File: src/rtl/serial_subtractor.sv
// Bit-serial subtractor: diff = a - b - bin, one bit per clock, LSB first.
// A start in IDLE captures the operands; busy is high for WIDTH cycles,
// then done pulses for one cycle with diff, bout and ovf valid.
// Results stay registered until the next done pulse or reset.
module serial_subtractor #(
    parameter int WIDTH = 8,
    parameter int CNT_W = 5
) (
    input  logic             clk,
    input  logic             rst,
    input  logic             start,
    input  logic [WIDTH-1:0] a,
    input  logic [WIDTH-1:0] b,
    input  logic             bin,
    output logic             busy,
    output logic             done,
    output logic [WIDTH-1:0] diff,
    output logic             bout,
    output logic             ovf
);

    typedef enum logic [1:0] {
        IDLE  = 2'd0,
        SHIFT = 2'd1,
        DONE  = 2'd2
    } state_t;

    state_t state;
    state_t state_next;

    logic [WIDTH-1:0] a_sr;
    logic [WIDTH-1:0] b_sr;
    logic [WIDTH-1:0] res_sr;
    logic [WIDTH-1:0] diff_q;
    logic [CNT_W-1:0] cnt;
    logic             borrow_q;
    logic             bout_q;
    logic             ovf_q;

    logic             x;
    logic             y;
    logic             d;
    logic             borrow_next;
    logic             last_bit;
    logic             accept;

    // Full-subtractor cell on the current LSBs and the registered borrow.
    always_comb begin
        x           = a_sr[0];
        y           = b_sr[0];
        d           = x ^ y ^ borrow_q;
        borrow_next = (~x & y) | (~(x ^ y) & borrow_q);
        last_bit    = (state == SHIFT) && (cnt == CNT_W'(WIDTH - 1));
        accept      = (state == IDLE) && start;
    end

    // State register; reset always returns to IDLE.
    always_ff @(posedge clk) begin
        if (rst) begin
            state <= IDLE;
        end else begin
            state <= state_next;
        end
    end

    // Next-state logic and the busy/done outputs decoded from the state.
    always_comb begin
        state_next = state;
        busy       = 1'b0;
        done       = 1'b0;
        case (state)
            IDLE: begin
                if (start) begin
                    state_next = SHIFT;
                end
            end
            SHIFT: begin
                busy = 1'b1;
                if (last_bit) begin
                    state_next = DONE;
                end
            end
            DONE: begin
                done       = 1'b1;
                state_next = IDLE;
            end
            default: begin
                state_next = IDLE;
            end
        endcase
    end

    // Operand capture, bit-serial shifting and final result registration.
    always_ff @(posedge clk) begin
        if (rst) begin
            a_sr     <= '0;
            b_sr     <= '0;
            res_sr   <= '0;
            borrow_q <= 1'b0;
            cnt      <= '0;
            diff_q   <= '0;
            bout_q   <= 1'b0;
            ovf_q    <= 1'b0;
        end else if (accept) begin
            a_sr     <= a;
            b_sr     <= b;
            borrow_q <= bin;
            cnt      <= '0;
        end else if (state == SHIFT) begin
            a_sr     <= a_sr >> 1;
            b_sr     <= b_sr >> 1;
            res_sr   <= {d, res_sr[WIDTH-1:1]};
            borrow_q <= borrow_next;
            cnt      <= cnt + CNT_W'(1);
            if (last_bit) begin
                diff_q <= {d, res_sr[WIDTH-1:1]};
                bout_q <= borrow_next;
                ovf_q  <= (x ^ y) & (x ^ d);
            end
        end
    end

    assign diff = diff_q;
    assign bout = bout_q;
    assign ovf  = ovf_q;

endmodule

File: config.mk
export PLATFORM = sky130hd
export DESIGN_NAME = serial_subtractor
export DESIGN_NICKNAME = d
export VERILOG_FILES = /design/src/rtl/serial_subtractor.sv
export SDC_FILE = /design/constraint.sdc
export NUM_CORES = 1
export LEC_CHECK = 0
export BUFFER_PORTS_ARGS = -buffer_cell sky130_fd_sc_hd__clkbuf_2
export CORE_ASPECT_RATIO = 0.9
export CORE_MARGIN = 3
export CORE_UTILIZATION = 30
export CTS_CLUSTER_DIAMETER = 60
export DETAILED_ROUTE_END_ITERATION = 10
export PLACE_DENSITY = 0.45
export SYNTH_ARGS = -nofsm -noshare
export SYNTH_HDL_FRONTEND = slang
export SYNTH_SLANG_ARGS = --single-unit
File: constraint.sdc
create_clock -name clk -period 2.8 [get_ports clk]
set_input_delay 0.56 -clock clk [delete_from_list [all_inputs] [get_ports clk]]
set_output_delay 0.56 -clock clk [all_outputs]
set_load 0.03 [all_outputs]
# == Word level (Yosys, flattened, before mapping) ==
# Cells that the tools add are included.
# totals
register_bits,42
latchBits,0
ram_bits,0
romBits,0
in_bits,20
out_inout_bits,12
wordCells,44
n_memories,0
# classes
n_addsub,1
n_mul,0
div_mod_pow,0
n_lt_le_gt_ge,0
n_eq_ne,5
n_shift,0
muxes,11
bitwise_logic,10
reduce_logical,8
# op_table
cell,n
$mux 8,4
$add 5x1->5 const B,1
$eq 5x3->1 const B,1
$mux 1,4
$mux 2,2
$ne 2x2->1 const B,2
$pmux 2 s2,1
$reduce_and 2->1,2
$and 1x1->1,3
$not 1->1,3
$reduce_and 3->1,1
$xor 1x1->1,3
$eq 2x1->1 const B,1
$eq 2x2->1 const B,1
$logic_and 1x1->1,2
$logic_not 2->1,1
$reduce_bool 2->1,1
$reduce_or 2->1,1
$or 1x1->1,1

# == Longest topological paths before layout ==
# depth
ltp_word,6
depth_mapped,5
depth_no_buf,5

# == Least setup slack after synthesis ==
# Ideal clock, no wire load.
# synth_path
path_type,reg2out
from,reg state[1]
to,out done
t_arrival_ns,1.222
required_time_ns,2.240
setup_slack_ns,1.018
path_stages_with_launch,4
n_path_buf,2
cell_sequence,dfxtp_1 buf_2 buf_4 nor2b_1
# synth_via
elab_chain_len,2
# synth_lines
element,line_no,source
start: declaration,28,state_t state;
start signal: assignment,62,state <= state_next;
$eq 2x2->1,71,case (state)
$mux 1,71,
end: declaration,16,"output logic done,"
# Every way passes these cells.

# == Worst setup path in the final report ==
# Same ends and word-level chain as after synthesis.

==> flow_metrics.py <==
metrics = {
    "timing": {
        "finalClockSkew_ns": 0.00639,
        "period_share_pct": 65.8,
        "post-route-min-period_ns": 1.84,
        "setup_ws_ns": 0.957,
        "final.setup.tns_ns": 0,
        "worst_pin_slew_ns": 0.684,
        "whs_ns": 0.462,
        "fmax_mhz": 543,
        "rsz0062_at_grt": "false",
        "drv_slew": 0,
        "setup_viol": 0,
        "hold_violations": 0,
        "slew_headroom_pct": 54.4,
    },
    "route": {
        "drtIter0Drc": 82,
        "wl_per_cell_um": 13.2,
        "drc": 0,
        "routed_wl_um": 4370,
        "antenna_violating_nets_post_route": 0,
        "vias": 1561,
        "dr.pass1.iters": 4,
        "vias_per_cell": 4.70,
    },
    "logic_synthesis": {
        "synth_area_leader_cell": "dfxtp_1",
        "synth_common_cells": "dfxtp_1, a21oi_1, nand2_1",
        "syn_area_per_cell_um2": 8.83,
        "synth_edf_count": 0,
        "synth-seq-cells": 41,
        "ys_types": 37,
        "synth_ff_type": "dfxtp_1",
        "synthTopCellsByArea": "dfxtp_1, a21oi_1, o221a_2, nand2b_1, o22a_1",
        "synth_cells": 219,
        "synth.yosys.seq_area_share_pct": 42.4,
        "synth-async-reset-ratio_pct": 0,
        "ys_warn_count": 0,
        "synth_nets": 242,
        "netlist_area_mm2": 0.00193,
        "yosysMostFrequentCell": "dfxtp_1",
        "synth_top_cell_area_share_pct": 42.4,
    },
    "setup_path": {
        "cp_slowest_cell": "dfxtp_1",
        "endpoint": "done",
        "worstReg2RegStart": "a_sr[0]",
        "cp_cell_sequence": "buf_4 -> nor2b_1 -> clkbuf_2",
        "worstPathMaxFanout": 25,
        "criticalPathCategory": "reg -> out",
        "arrival_ns": 1.28,
        "r2r_cells": 5,
        "timing.rr.end": "ovf",
        "crit_required_ns": 2.24,
        "critPathCaptureType": "primary output",
        "critPathMaxStageDelay_ns": 0.34,
        "cp-startpoint": "state[1]",
        "start_kind": "register",
        "r2r_slack_ns": 1.25,
    },
    "finish": {
        "fillerInstances": 674,
        "drive_above_1_share_pct": 26.5,
        "finalNetCount": 267,
        "areaGrowthSynthToFinish_pct": 14.7,
        "num_antenna_cells": 0,
        "fin_area_mm2": 0.00222,
    },
    "cts": {
        "cts_tree": "yes",
        "clk_latency_ns": 0.29,
        "cts.htree.levels": 2,
        "clk_path_buf_depth": 2,
        "postCtsHoldBufs": 0,
        "ctsRootBufferMaster": "clkbuf_8",
        "cts_setup_buffers": 0,
        "cts_buffers": 5,
        "cts.sinks": 41,
        "clk_pin_slew_ns": 0.08,
        "ctsResizeCount": 0,
    },
    "hold_path": {
        "hp-class": "reg -> reg",
    },
    "job": {
        "drv_cap": 0,
    },
    "global_route": {
        "gr-total-overflow": 0,
        "grt_usage_pct": 12.2,
        "grt_pass1_vias": 1467,
        "grt_max_degree": 37,
        "grt_pass1_wl_um": 7290,
        "antenna_found_initial": 0,
    },
    "die": {
        "die_h_um": 82.2,
        "std_cell_rows": 27,
        "pin_count": 32,
        "core-area_mm2": 0.00618,
        "dieArea_mm2": 0.00745,
        "initial_utilization_pct": 31.3,
        "die_w_um": 90.6,
    },
    "power_and_ir_drop": {
        "power.share.clock_pct": 32.7,
        "p_seq_share_pct": 54.1,
        "p_sw_uw": 311,
        "max-vdd-ir-drop_uv": 190,
        "comb_power_share_pct": 13.2,
        "leakagePower_nw": 0.865,
        "switching_share_pct": 26.7,
        "p_int_uw": 855,
        "powerDensity_mw_per_mm2": 525,
    },
    "placed_design": {
        "dpl_worst_slack_ns": 1.09,
        "portBuffers": 31,
        "gp_congestion": 0.666,
        "post-dp-hpwl_um": 2830,
        "dpl-instance-area_mm2": 0.00213,
    },
    "run_status": {
        "status": "completed",
    },
}
[power groups by stage]
stage	sequential, mW	combinational (mW)	clock, mW
2_1_floorplan	0.638	0.120	0
3_3_place_gp	0.645	0.155	0
3_5_place_dp	0.645	0.156	0
4_1_cts	0.631	0.156	0.398
5_1_grt	0.635	0.173	0.418
6_report	0.631	0.154	0.381
[worst min path at each step]
stage	from	endpoint	slack [ns]	cells past startpoint
2_1_floorplan	res_sr[1]	res_sr[1]	0.44	2
3_3_place_gp	res_sr[1]	res_sr[1]	0.45	2
3_5_place_dp	res_sr[1]	res_sr[1]	0.45	2
4_1_cts	res_sr[1]	res_sr[1]	0.46	2
5_1_grt	diff[2]	diff[2]	0.50	2
6_report	res_sr[1]	res_sr[1]	0.46	2
[cell families after synthesis]
logic type      count (synthesis)  share of synthesized area, %
fa+ha+maj                       3                          2.33
xor+xnor                        3                          1.36
compound gates                 69                          24.5
flops                          41                          42.4
simple gates                   72                          21.5
buf+inv                        31                          7.83
[metal layers]
layer	GRT usage (%)	wire, µm	vias to the layer above
met1	17.2	2320	714
li1	-	-	821
met3	3.44	118	6
met5	0	0	-
met2	17.5	1860	20
met4	4.59	65	0
[cell type report]
| type | instances | area, µm² | share of cell area (%) |
|---|---|---|---|
| Clock inverter | 3 | 17.5 | 0.789 |
| Sequential cell | 41 | 821 | 37.0 |
| Inverter | 13 | 48.8 | 2.20 |
| Multi-Input combinational cell | 147 | 962 | 43.3 |
| Tap cell | 87 | 109 | 4.90 |
| Clock buffer | 5 | 68.8 | 3.10 |
| Timing Repair Buffer | 36 | 193 | 8.68 |
[through the flow]
stage                     instances  total power, mW  util, %
final                           332             1.17     35.9
after global routing            332             1.23     35.9
after CTS                       332             1.18     35.9
after detailed placement        324            0.800     34.5
after floorplan                 219            0.758        -
after global placement          324            0.800     34.5
[flip-flops by register name, indices dropped and copies added, names as in the netlist]
register and count:
a_sr 8, b_sr 8, borrow_q 1, bout 1
cnt 5, diff 8, ovf 1, res_sr 7
state 2
[critical path: cells and delay by family, from the launching register on]
kind | cells | cell delay [ns]
buffers and inverters | 2 | 0.48
DFF | 1 | 0.34
and+or+nand+nor | 1 | 0.17
[placed cells by master (no fill, tap or decap), drive strengths merged, types with 8 or more instances in the layout]
cell	count
dfxtp	41
o22a	9
nand2	16
nand2b	15
nand4b	8
o221a	12
nor2	13
clkbuf	36
a21oi	31
inv	13
o21ai	11
Power figures use the tool's default switching activity.
